[src/rtl/uart_io_ctrl.sv]
// J1 I/O bus controller for the buart: a 4-word register window, TX FIFO with a
// byte sequencer that honours busy, and an RX FIFO that drains received bytes.
module uart_io_ctrl #(
  parameter logic [15:0] BASE_ADDR = 16'h4000,
  parameter int          TX_DEPTH  = 8,
  parameter int          RX_DEPTH  = 4
) (
  input  logic        clk,
  input  logic        resetq,
  input  logic        io_rd,
  input  logic        io_wr,
  input  logic [15:0] io_addr,
  input  logic [15:0] io_dout,
  output logic [15:0] io_din,
  output logic        uart_wr,
  output logic [7:0]  uart_tx_data,
  output logic        uart_rd,
  input  logic [7:0]  uart_rx_data,
  input  logic        uart_valid,
  input  logic        uart_busy
);

  localparam int TXW = $clog2(TX_DEPTH);
  localparam int RXW = $clog2(RX_DEPTH);
  localparam int TXC = TXW + 1;
  localparam int RXC = RXW + 1;

  typedef enum logic [1:0] {IDLE, WAIT_BUSY, WAIT_DONE} tx_state_t;

  logic [7:0]     tx_mem [TX_DEPTH];
  logic [TXW-1:0] tx_wp, tx_rp;
  logic [TXC-1:0] tx_count;
  logic [7:0]     rx_mem [RX_DEPTH];
  logic [RXW-1:0] rx_wp, rx_rp;
  logic [RXC-1:0] rx_count;

  logic      rx_overrun, tx_overflow;
  tx_state_t tx_state;
  logic      wait_cnt;

  logic       in_win;
  logic [1:0] reg_sel;
  logic       rx_pop, tx_push_req, tx_push, stat_rd, ctrl_wr, flush, flag_clr;
  logic       tx_launch, rx_drain, rx_push;
  logic       tx_full, tx_empty, rx_full, rx_empty;
  logic [4:0] tx_cnt5, rx_cnt5;
  logic [15:0] status, rd_data;
  logic       unused_io_dout;

  assign in_win  = (io_addr[15:2] == BASE_ADDR[15:2]);
  assign reg_sel = io_addr[1:0];

  assign tx_full  = (tx_count == TXC'(TX_DEPTH));
  assign tx_empty = (tx_count == '0);
  assign rx_full  = (rx_count == RXC'(RX_DEPTH));
  assign rx_empty = (rx_count == '0);

  assign rx_pop      = io_rd & in_win & (reg_sel == 2'd0) & ~rx_empty;
  assign tx_push_req = io_wr & in_win & (reg_sel == 2'd1);
  assign tx_push     = tx_push_req & ~tx_full;
  assign stat_rd     = io_rd & in_win & (reg_sel == 2'd2);
  assign ctrl_wr     = io_wr & in_win & (reg_sel == 2'd3);
  assign flush       = ctrl_wr & io_dout[0];
  assign flag_clr    = stat_rd | (ctrl_wr & io_dout[1]);

  assign tx_launch = (tx_state == IDLE) & ~tx_empty & ~uart_busy;
  // Skipping the cycle right after a strobe lets buart drop valid before we look again.
  assign rx_drain  = uart_valid & ~uart_rd;
  assign rx_push   = rx_drain & ~rx_full;

  assign unused_io_dout = ^io_dout[15:8];

  // Depths never exceed 16, so bit 4 set means exactly 16: clamp the 4-bit field.
  assign tx_cnt5 = 5'(tx_count);
  assign rx_cnt5 = 5'(rx_count);
  assign status = {(rx_cnt5[4] ? 4'hf : rx_cnt5[3:0]),
                   (tx_cnt5[4] ? 4'hf : tx_cnt5[3:0]),
                   2'b00, (tx_state != IDLE), tx_overflow, rx_overrun,
                   tx_empty, tx_full, ~rx_empty};

  always_comb begin
    rd_data = 16'h0000;
    if (in_win) begin
      case (reg_sel)
        2'd0:    rd_data = rx_empty ? 16'h0000 : {8'h00, rx_mem[rx_rp]};
        2'd2:    rd_data = status;
        default: rd_data = 16'h0000;
      endcase
    end
  end

  always_ff @(posedge clk or negedge resetq) begin
    if (!resetq) begin
      io_din <= 16'h0000;
    end else if (io_rd) begin
      io_din <= rd_data;
    end
  end

  always_ff @(posedge clk) begin
    if (tx_push) tx_mem[tx_wp] <= io_dout[7:0];
  end

  always_ff @(posedge clk or negedge resetq) begin
    if (!resetq) begin
      tx_wp    <= '0;
      tx_rp    <= '0;
      tx_count <= '0;
    end else if (flush) begin
      // A push in the flush cycle survives as the sole entry.
      tx_rp <= tx_wp;
      if (tx_push) begin
        tx_wp    <= tx_wp + 1'b1;
        tx_count <= TXC'(1);
      end else begin
        tx_count <= '0;
      end
    end else begin
      if (tx_push)   tx_wp <= tx_wp + 1'b1;
      if (tx_launch) tx_rp <= tx_rp + 1'b1;
      case ({tx_push, tx_launch})
        2'b10:   tx_count <= tx_count + 1'b1;
        2'b01:   tx_count <= tx_count - 1'b1;
        default: tx_count <= tx_count;
      endcase
    end
  end

  always_ff @(posedge clk or negedge resetq) begin
    if (!resetq) begin
      tx_state     <= IDLE;
      wait_cnt     <= 1'b0;
      uart_wr      <= 1'b0;
      uart_tx_data <= 8'h00;
    end else begin
      uart_wr <= 1'b0;
      case (tx_state)
        IDLE: begin
          if (tx_launch) begin
            uart_wr      <= 1'b1;
            uart_tx_data <= tx_mem[tx_rp];
            wait_cnt     <= 1'b0;
            tx_state     <= WAIT_BUSY;
          end
        end
        WAIT_BUSY: begin
          // Give buart two cycles to raise busy; a silent transmitter must not wedge us.
          if (uart_busy)     tx_state <= WAIT_DONE;
          else if (wait_cnt) tx_state <= IDLE;
          else               wait_cnt <= 1'b1;
        end
        WAIT_DONE: begin
          if (!uart_busy) tx_state <= IDLE;
        end
        default: tx_state <= IDLE;
      endcase
    end
  end

  always_ff @(posedge clk) begin
    if (rx_push) rx_mem[rx_wp] <= uart_rx_data;
  end

  always_ff @(posedge clk or negedge resetq) begin
    if (!resetq) begin
      rx_wp    <= '0;
      rx_rp    <= '0;
      rx_count <= '0;
      uart_rd  <= 1'b0;
    end else begin
      uart_rd <= rx_drain;
      if (rx_push) rx_wp <= rx_wp + 1'b1;
      if (rx_pop)  rx_rp <= rx_rp + 1'b1;
      case ({rx_push, rx_pop})
        2'b10:   rx_count <= rx_count + 1'b1;
        2'b01:   rx_count <= rx_count - 1'b1;
        default: rx_count <= rx_count;
      endcase
    end
  end

  // A set event in the clear cycle keeps the flag raised.
  always_ff @(posedge clk or negedge resetq) begin
    if (!resetq) begin
      rx_overrun  <= 1'b0;
      tx_overflow <= 1'b0;
    end else begin
      rx_overrun  <= (rx_drain & rx_full) | (rx_overrun & ~flag_clr);
      tx_overflow <= (tx_push_req & tx_full) | (tx_overflow & ~flag_clr);
    end
  end

endmodule

[config.mk]
export PLATFORM = sky130hd
export DESIGN_NAME = uart_io_ctrl
export DESIGN_NICKNAME = d
export VERILOG_FILES = /design/src/rtl/uart_io_ctrl.sv
export SDC_FILE = /design/constraint.sdc
export NUM_CORES = 1
export LEC_CHECK = 0
export CAP_MARGIN = 20
export CORE_MARGIN = 2
export CORE_UTILIZATION = 35
export CTS_BUF_LIST = sky130_fd_sc_hd__clkbuf_8
export CTS_CLUSTER_SIZE = 30
export DETAILED_ROUTE_END_ITERATION = 7
export GPL_TIMING_DRIVEN = 1
export PLACE_DENSITY = 0.5
export SLEW_MARGIN = 20
export SYNTH_ARGS = -nofsm -noshare
export SYNTH_HDL_FRONTEND = slang
export SYNTH_SLANG_ARGS = --single-unit
[constraint.sdc]
create_clock -name clk -period 8.15 [get_ports clk]
set_clock_uncertainty 0.1 [all_clocks]
set_input_delay 0.815 -clock clk [delete_from_list [all_inputs] [get_ports clk]]
set_output_delay 0.815 -clock clk [all_outputs]
set_load 0.05 [all_outputs]
==> results, run 1 <==
- The most used flip-flop cell after synthesis is edfxtp_1.
- The number of library cell types mapped by synthesis is 57.
- The final-report hold violation count came to 0.
- The arrival time of data at the critical path endpoint is 3.52 ns.
- The number of top-level design ports is between 70 and 80.
- After detailed routing, the number of vias per cell comes to 4.81.
- The power per standard cell area is between 200 and 300 nW/um^2.
- The critical path ends at rx_count[2].
- Max-cap violations in this run came to 0.
- The number of vias after detailed routing is 3159.
- On the final layout, the worst hold slack is between 0.3 and 0.4 ns.
- Clock latency on the worst-skew pair, taken at its later pin, is 0.44 ns.
- The net count after synthesis is roughly 410.
- The detailed-router iteration count before antenna repair is 4.
- Yosys attributes the largest share of cell area to edfxtp_1, dfrtp_1, mux4_2, mux2i_1, ha_1.
- The total overflow left after global routing is 0.
- The region available for standard cell placement spans between 15000 and 20000 um^2.
- edfxtp_1 takes more of the synthesized area than any other cell.
- The last weighted congestion value of the routability-driven placer is ~0.7.
- The final critical-path required period is ~3.3 ns.
- The clock buffer count from CTS is 17.
- The average wire per cell in the routed design is roughly 18 um.
- The largest driver fanout on the critical path is 9.
- The peak ir drop on the vdd network is between 0.1 and 0.15 mV.
- Clock-pin slew was measured on the worst setup and hold paths at 0.08 ns.
- Setup violations remaining at the end of the flow were counted as 0.
- The path depth of the worst reg2reg path is 9.
- The number of cells in the design after placement is between 600 and 700.
- The share of the cycle needed by the critical path after routing is 0.400.
- For this run, the number of Yosys warnings is 0.
- Among all cell types in the netlist, the one instantiated most often is edfxtp_1.
- The die outline area is 18000 um^2.
- The count of nets left with antenna violations once routing finished came out at 0.
- The endpoint identified for the worst register-to-register timing path is tx_count[2].
- The total of cells resized after clock tree synthesis is 0.
- Synthesis inferred around 140 register bits.
- The cell sitting at the root of the clock tree is a clkbuf_8.
- Buffers inserted to repair hold after CTS numbered 0.
- Measured along the x axis, the die boundary spans roughly 130 um.
- The flow ran to the end, and the final reports show no timing, DRC or antenna violations.
- The pin count of the biggest net entering global routing is 48.
- The global-route wire length before repair is ~19000 um.
- The critical path required time is roughly 8.4 ns.
- The antenna cell count is 0.
- The TritonCTS clock tree is done.
- The number of global-route vias before repair is about 3300.
- The starting utilization of the core area is 0.357.
- In the synthesized netlist, the cells that appear most often are edfxtp_1, dfrtp_1, nand2_1.
- In this run the tool buffered the top-level ports with 62 buffer cells.
- The net count of the finished layout is between 400 and 500.
- The slew at the pin with the worst max-slew slack is between 0.9 and 1 ns.
- Row generation in the floorplan step produced 47 rows.
- Adding up every negative setup slack in the final design gives 0 ns.
- The detailed route wirelength on metal2 is 6050 um.
- The worst-case headroom to the max-slew limit is 0.395.
- Once layout is complete, the utilization of the core stands at 0.435.
- The endpoint type of the worst setup path is a register.
- The setup fix buffers added after clock tree synthesis is 0.
- In the detailed route, the total length drawn on met3 is between 300 and 400 um.
- Setup repair after global routing left no endpoint under its margin.
- The slack of the worst reg-to-reg path is 5.32 ns.
- The number of DRC violations after detailed routing is 0.
- The total routed wire length on the met1 layer is a little over 5000 um.
- The area growth from synthesis to layout is 21.7%.
- The die is approximately 130 um tall.
- After synthesis, the share of flip-flops with an asynchronous set or reset is 0.329.
- Summing every instance area after synthesis gives between 5000 and 6000 um^2.
- Counting along the longest clock path gives a buffer depth of 2.
- Of the cells placed in the final design, the portion with a size suffix greater than 1 is 0.185.
- The global routing usage summed across all routing layers is 0.142.
- The number of standard cells in the final layout excluding fillers is 657.
- After detailed routing, no signal wire sits above met4.
- The highest achievable clock rate is approximately 310 MHz.
- STA classifies the critical path startpoint as a primary input.
- Synthesis handed over a netlist of between 300 and 400 instances.
- The clock sink count is between 100 and 150.
- In this run the number of H-tree levels came out at 4.
- The sequential element share of the synthesized area is 0.685.
- The leakage power total is approximately 2.6 nW.
- The count of final max-slew check failures is 0.
- After layout, the worst setup slack is between 4 and 5 ns.
- The synthesized design contains 96 enable-type register cells.
- The post-synthesis average cell area is ~17 um^2.
- The start of the worst register-to-register path is tx_count[1].
- Prior to clock tree synthesis, the placed netlist has a worst setup slack of between 4 and 5 ns.
- The critical path is of the in -> reg type.
- The min-delay analysis places its worst path in the category in -> async.
- The detailed placer's ending HPWL is about 7700 um.
- In this run the worst setup path begins at io_addr[8].
- The routed wire length is around 12000 um.
- The number of antenna violations at the first check in global routing is 0.
- The fraction of post-synthesis cell area in the top cell type by area is 0.487.
- The first routing iteration left 291 violations.
[state kept, by name, summed over array words and instances (netlist names)]
name	count
io_din	15
tx_wp	3
tx_count	4
uart_tx_data	8
rx_rp	2
rx_overrun	1
tx_rp	3
tx_state	2
rx_mem	32
tx_overflow	1
wait_cnt	1
uart_rd	1
tx_mem	64
uart_wr	1
rx_count	3
rx_wp	2
[report_power, final]
part           total (mW)  switching [mW]  leakage [nW]  internal (mW)
Combinational       0.480           0.254         0.929          0.226
Sequential          0.953          0.0944          1.48          0.859
Clock               0.603           0.271         0.219          0.332
[placed cells by master, fill, tap and decap left out, types with 5 or more instances in the layout]
master and n:
nand2_1 25, edfxtp_1 96, mux4_2 24, mux2i_1 11, o21ai_0 17, dfrtp_1 47, clkdlybuf4s50_1 61, inv_1 13
a22o_1 10, buf_4 5, ha_1 8, xor2_1 6, xnor2_1 6, nor2_1 12, clkbuf_8 17, and2_1 5
[critical path, stage by stage]
cell and delay (ns):
clkdlybuf4s50_1 0.41, nor4_2 0.36, nand4_2 0.24, nor4b_4 0.55, ha_1 0.28, inv_1 0.06
fa_1 0.37, xor2_1 0.15, nor2_1 0.12, xor2_1 0.16
[metal layers]
layer,up-vias,GRT usage
met1,1600,0.177
li1,1504,-
met2,41,0.237
met3,14,0.0420
met4,0,0.0480
met5,-,0
[how the worst min path moves through the flow]
stage | start | end | slack (ns) | depth (start not counted)
global placement | uart_rd | uart_rd | 0.36 | 1
CTS | resetq | tx_wp[2] | 0.38 | 2
global route | uart_rd | uart_rd | 0.40 | 1
floorplan | wait_cnt | tx_state[0] | 0.34 | 1
finish | resetq | io_din[5] | 0.38 | 2
detailed placement | wait_cnt | tx_state[0] | 0.36 | 1
[stage by stage]
stage,cell area [um^2],power [mW]
after floorplan,5920,1.32
after global placement,6780,1.45
after detailed placement,6780,1.46
after CTS,7210,2.06
after global routing,7210,2.15
final,7210,2.04
[cell families after synthesis]
group                    count (synthesis)  share of synthesized area
flip-flops                             143                      0.685
AND/OR/NAND/NOR                         79                     0.0838
AO/OA/AOI/OAI                           45                     0.0517
multiplexers                            36                      0.112
buffers and inverters                   31                     0.0262
XOR/XNOR                                13                     0.0205
adder cells (fa/ha/maj)                  9                     0.0203
other                                    1                   0.000633
[final cells by class]
class / instances / area, um^2
clock buffers: 17 / 234
clock inverters: 15 / 194
fillers: 1518 / 9370
inverters: 12 / 45.0
multi-input cells: 183 / 1750
flip-flops and latches: 143 / 4060
well taps: 220 / 275
repair buffers: 67 / 653
No activity file was read; power rests on OpenSTA's default activity.
==> run 2, diff against run 1 <==
==> constraint.sdc (replaced) <==
create_clock -name clk -period 3.42 [get_ports clk]
set_clock_uncertainty 0.1 [all_clocks]
set_input_delay 0.342 -clock clk [delete_from_list [all_inputs] [get_ports clk]]
set_output_delay 0.342 -clock clk [all_outputs]
set_load 0.05 [all_outputs]
==> run 2 against run 1 <==
Compared with the run above:
- via count rose by 2.4%
- clock-buffer cell count stayed put
- sequential cell count unchanged
- clock power rose by 150%
- total power increased by 140%
- worst hold slack worse by 0.037 ns
- worst setup slack got worse by 4.3 ns
- cell area up 1.1%
- sequential share of layout area down 0.62 points
- critical path depth down 1
- cell count increased by 1.7%
- critical endpoint is now tx_count[2]
- largest power group unchanged
- highest routed layer unchanged
==> results, run 2 (synthesis results as in run 1) <==
- The flow ran to the end, and the final reports show no timing, DRC or antenna violations.
- Once detailed placement completed, the half-perimeter wirelength came to around 7900 um.
- The worst-case headroom to the max-slew limit is 0.423.
- After detailed routing, the total wire length is between 10000 and 15000 um.
- The flip-flop count of the largest register after layout is between 60 and 70.
- In this run the clock root is driven by a clkbuf_8.
- Setup repair after global routing left no endpoint under its margin.
- The final-report hold violation count is 0.
- The layout cell share with drive strength beyond 1 is 0.199.
- Along the worst path, the maximum fanout reaches 22.
- The longest clock path from root to sink contains 2 buffers.
- Gates resized during post-CTS repair numbered 0.
- The peak ir drop on the vdd network is 0.295 mV.
- The clock sink count is 143.
- The fraction of the core area covered by cells at the end of the flow is 0.440.
- In the final design database the tool counted slightly below 500 nets.
- Buffers inserted to repair hold after CTS numbered 1.
- The analysis attributes to cell leakage a power of 2.67 nW.
- The number of top-level design ports is between 70 and 80.
- The largest registers in the layout are tx_mem (64), rx_mem (32), io_din (15).
- The H-tree was split into 4 levels.
- The number of input and output port buffers inserted is a little over 60.
- The global routing usage summed across all routing layers is 0.145.
- The width of the die is 134 um.
- The number of antenna violations at the first check in global routing is 0.
- The setup slack after layout is 0.597 ns.
- The die outline area is 18000 um^2.
- Clock tree synthesis inserted a total of 17 buffers.
- Setup violations remaining at the end of the flow were counted as 0.
- The placed instances occupy a cell area of slightly below 7000 um^2.
- Once the clock tree was built, the setup fixing pass inserted 0 buffers.
- The count of final max-slew check failures is 0.
- From synthesis to final layout, the design area changed by 23.0%.
- The filler cell count is 1511.
- The number of cells in the design after placement is 635.
- For this run, the top clock speed supported by timing is around 350 MHz.
- The arrival time of data at the critical path endpoint is between 3 and 4 ns.
- The share of the cycle needed by the critical path after routing is 0.825.
- The pin count of the biggest net entering global routing is 27.
- The core outline area is between 15000 and 20000 um^2.
- The number of violations of the max-capacitance limit is 0.
- The first global-routing pass estimated 19100 um of wire.
- Summed over all layers, the global routing overflow is 0.
- The count of nets left with antenna violations once routing finished came out at 0.
- The endpoint type of the worst setup path is a register.
- The number of standard cells in the final layout excluding fillers is ~670.
- The starting DRC count in detailed routing is roughly 240.
- The TritonCTS clock tree is done.
- Routability-driven placement finished with a final weighted congestion of 0.728.
- For this run, the detailed router's first-pass iteration total came to 4.
- The most common cell after layout, fill and taps aside is edfxtp_1.
- The worst hold slack across all endpoints is 0.339 ns.
- In this run the core area contains 47 standard-cell rows.
- After layout, the design draws a total of around 4.9 mW.
- The aggregate negative setup slack is 0 ns.
- Clock-pin slew was measured on the worst setup and hold paths at 0.08 ns.
- The min-delay analysis places its worst path in the category in -> async.
- The starting utilization of the core area is 0.357.
- The worst setup path category is reg -> reg.
- The average wire per cell in the routed design is about 18 um.
- From bottom edge to top edge, the die measures ~130 um.
- The register bank with the most flops is tx_mem.
- Data on the critical path is required at its endpoint by roughly 3.7 ns.
- Using the TritonRoute via totals, the vias-per-cell ratio works out to ~4.8.
- The library cells used most frequently in the layout, excluding fill and tap cells, are edfxtp_1, clkdlybuf4s50_1, dfrtp_1, nand2_1, mux4_2.
- Timing analysis after detailed placement gives a worst setup slack of approximately 0.44 ns.
- For the worst-skew pair, the clock arrives at the later sink with an insertion delay of roughly 0.45 ns.
- Power spread over the standard cell area amounts to between 600 and 700 nW/um^2.
- The slew at the pin with the worst max-slew slack is between 0.8 and 0.9 ns.
- Summing over every cut layer, the via total after detailed routing is about 3200.
- The final critical-path required period is roughly 2.8 ns.
- The kind of start point of the critical path is a register.
- The antenna cell count is 0.
- The number of DRC violations after detailed routing is 0.
- The number of global-route vias before repair is 3452.
- The final standard cell area without fillers is around 7300 um^2.
==> run 2: area by class of cell <==
type	count	area (um^2)	area share
clock inverter	15	209	0.0287
inverter	12	45.0	0.00618
tap	220	275	0.0378
timing repair buffer	78	738	0.101
clock buffer	17	234	0.0321
multi-input combinational	183	1730	0.237
sequential	143	4060	0.557
==> run 2: worst paths after layout <==
check | start | end | slack, ns | cells past startpoint
min in group clk | uart_rd | uart_rd | 0.38 | 1
hold / removal | resetq | io_din[5] | 0.34 | 2
setup reg to reg | tx_count[1] | tx_count[2] | 0.60 | 9
setup / recovery | tx_count[1] | tx_count[2] | 0.60 | 9
hold reg to reg | uart_rd | uart_rd | 0.38 | 1
max in group asynchronous | resetq | uart_tx_data[1] | 2.10 | 3
==> run 2: critical path: stages, from the launching register on <==
cell and delay [ns]:
dfrtp_1 0.50, or4_4 0.59, nand2b_4 0.25, a21oi_1 0.09, xor2_1 0.16, ha_1 0.20, or2_2 0.27, a211o_1 0.28
a211o_1 0.26, nand2_1 0.06
==> run 2: report_power, final <==
| group | switching, mW | internal [mW] |
|---|---|---|
| Sequential | 0.228 | 2.05 |
| Combinational | 0.608 | 0.544 |
| Clock | 0.678 | 0.805 |
| Total | 1.51 | 3.40 |
==> run 2: per-layer routing <==
metal  vias to the layer above  global-route usage  share of wire
li1                       1527                   -              -
met1                      1652               0.188           0.46
met2                        43               0.235           0.50
met3                        13              0.0412          0.030
met4                         0              0.0509          0.012
met5                         -                   0              0
==> run 3, diff against run 2 <==
--- a/config.mk
+++ b/config.mk
@@ -12,7 +12,7 @@
 export CTS_CLUSTER_SIZE = 30
 export DETAILED_ROUTE_END_ITERATION = 7
 export GPL_TIMING_DRIVEN = 1
-export PLACE_DENSITY = 0.5
+export PLACE_DENSITY = 0.52
 export SLEW_MARGIN = 20
 export SYNTH_ARGS = -nofsm -noshare
 export SYNTH_HDL_FRONTEND = slang
==> constraint.sdc (replaced) <==
create_clock -name clk -period 2.4 [get_ports clk]
set_clock_uncertainty 0.1 [all_clocks]
set_input_delay 0.24 -clock clk [delete_from_list [all_inputs] [get_ports clk]]
set_output_delay 0.24 -clock clk [all_outputs]
set_load 0.05 [all_outputs]
==> run 3 against run 2 <==
Compared with the run above:
- non-clock buffer count grew 37
- wire length is 0.54% higher
- critical path depth is the same
- global-route usage decreased by 0.18 points
- fmax up 20%
- core utilization up 1.7 points
- sequential power grew 37%
- total power increased by 41%
- cell count up 5.5%
- critical path type unchanged
- combinational power is 75% higher
- cell area is 3.9% higher
- via count increased by 4.9%
- largest power group unchanged
==> results, run 3 (synthesis results as in run 1) <==
- The run finished with clean final reports.
- STA puts the critical path data required time at approximately 2.7 ns.
- The worst setup path is of the reg -> reg kind.
- Data on the critical path arrives at its endpoint at 2.63 ns.
- The die covers 18000 um^2.
- The routed wire length is around 12000 um.
- STA classifies the critical path endpoint as a register.
- The share of total power dissipated in sequential elements is 0.447.
- The count of final max-slew check failures is 0.
- The largest registers in the layout are tx_mem (64), rx_mem (32), io_din (15).
- The kind of start point of the critical path is a register.
- The highest achievable clock rate is approximately 430 MHz.
- The die is 134 um tall.
- The filler cell count is between 1500 and 2000.
- The clock sink count is ~140.
- The most common cell after layout, fill and taps aside is edfxtp_1.
- The routed design could run at a clock period as short as 2.35 ns.
- The overall power after layout is 6.94 mW.
- The antenna violation net count after detailed routing is 0.
- Timing analysis after detailed placement gives a worst setup slack of -0.317 ns.
- Once placement finished, the instance area stood at between 7000 and 8000 um^2.
- The worst-case headroom to the max-slew limit is 0.596.
- The CTS H-tree depth is 4.
- The leakage power total is around 2.9 nW.
- The proportion of total power due to net switching is 0.320.
- The starting DRC count in detailed routing is roughly 190.
- Hold is met by between 0.2 and 0.25 ns.
- The die is 134 um wide.
- In the routed layout, each cell is associated on average with a via count of around 4.8.
- The maximum clock insertion buffer count is 2.
- The path type of the worst min-delay path is in -> async.
- Setup repair after global routing could not meet its margin everywhere.
- The library cells used most frequently in the layout, excluding fill and tap cells, are edfxtp_1, clkdlybuf4s50_1, dfrtp_1, buf_4, nand2_1.
- The global routing usage summed across all routing layers is 0.143.
- The total global routing overflow is 0.
- The layout cell share with drive strength beyond 1 is 0.262.
- Routability-driven placement finished with a final weighted congestion of approximately 0.80.
- The peak ir drop on the vdd network is ~0.42 mV.
- The average wire per cell in the routed design is approximately 17 um.
- The register bank with the most flops is tx_mem.
- With fillers left out, the area of the finished cells amounts to 7570 um^2.
- Counting the buffers created by CTS gives 17.
- The number of antenna diodes in the final layout is 0.
- Of all nets on the critical path, the largest fanout is 3.
- Clock tree synthesis selected as its root buffer the cell clkbuf_8.
- TritonCTS built the clock tree.
- Max-cap violations in this run came to 0.
- The number of global-route vias before repair is 3537.
- The number of cells in the design after placement is roughly 670.
- The layout overhead on the synthesized area is 27.8%.
- Dividing total power by cell area gives a power density of 917 nW/um^2.
- The final route contains 3393 vias.
- The core outline area is between 15000 and 20000 um^2.
- The internal power of the cells totals 4.72 mW.
- The number of rows created at floorplan is 47.
- Of the total power, the clock network draws 0.264.
- The first global-routing pass estimated about 19000 um of wire.
- The initial utilization of the core area, before any placement, comes to 0.357.
- The final layout contains 527 nets.
- The final-report hold violation count is 0.
- The clock latency of the later-clocked register in the worst-skew pair is 0.44 ns.
- The share of total power dissipated in combinational logic is 0.289.
- The number of antenna violations at the first check in global routing was 0.
- Setup violations remaining at the end of the flow were counted as 0.
- The detailed-router iteration count before antenna repair is 4.
- The number of standard cells in the final layout excluding fillers is 705.
- The flip-flop count of the largest register after layout is 64.
- The share of the cycle needed by the critical path after routing is 0.977.
- Clock-pin slew was measured on the worst setup and hold paths at 0.08 ns.
- For the pin with the worst max-slew slack, the measured transition is 0.606 ns.
- The setup slack after layout is ~0.054 ns.
- Input and output buffers added on the ports amount to 62.
- In this run the power spent charging and discharging nets is 2.22 mW.
- The number of top-level design ports is between 70 and 80.
- The number of DRC violations after detailed routing is 0.
- The detailed placer's ending HPWL is 8400 um.
- Entering global routing, the biggest net connects 27 pins.
run 3: worst paths after layout:
check | slack [ns] | cells after the start | startpoint | endpoint
max | 0.05 | 9 | tx_count[3] | tx_count[2]
min | 0.23 | 2 | resetq | tx_state[1]
max reg2reg | 0.05 | 9 | tx_count[3] | tx_count[2]
min reg2reg | 0.38 | 2 | uart_tx_data[2] | uart_tx_data[2]
max in group asynchronous | 1.43 | 3 | resetq | rx_wp[1]
min in group clk | 0.33 | 1 | uart_rx_data[7] | rx_mem[3][7]
run 3: final cells by class:
type,count,area (um^2),share of cell area
sequential,143,4060,0.536
multi-input combinational,183,1730,0.229
timing repair buffer,115,1080,0.142
tap,220,275,0.0363
clock buffer,17,234,0.0309
clock inverter,15,150,0.0198
inverter,12,45.0,0.00595
run 3: metrics by stage:
stage | TNS (ns) | util
after detailed placement | -8.50 | 0.432
after CTS | 0 | 0.457
after floorplan | -2.78 | -
final | 0 | 0.457
after global placement | -6.22 | 0.432
after global routing | -0.00956 | 0.457
run 3: metal layers:
metal / vias up / GRT usage / part of all wire
li1: 1600 / - / -
met1: 1708 / 0.185 / 0.45
met2: 72 / 0.233 / 0.50
met3: 13 / 0.0404 / 0.039
met4: 0 / 0.0520 / 0.014
met5: - / 0 / 0
run 3: critical path, stage by stage (launching register included):
cell,delay (ns)
dfrtp_1,0.40
or4_4,0.56
nand2b_4,0.09
a21oi_2,0.04
xor2_1,0.15
ha_2,0.17
or2_4,0.22
a211o_1,0.24
a211o_1,0.26
nand2_1,0.05
run 3: power by group through the flow:
stage          clock network, mW  logic, mW  registers [mW]
2_1_floorplan                  0       1.10            3.37
3_3_place_gp                   0       1.99            3.15
3_5_place_dp                   0       2.02            3.16
4_1_cts                     1.89       2.05            3.11
5_1_grt                     1.98       2.20            3.14
6_report                    1.83       2.01            3.10
run 3: repair_timing:
item | CTS | global route
hold endpoints to repair | 25 | 0
endpoints found under the setup margin | 1 | 1
resized for setup | 3 | 0
pin swaps | 1 | 0
setup buffers | 1 | 0
hold buffers | 1 | 0
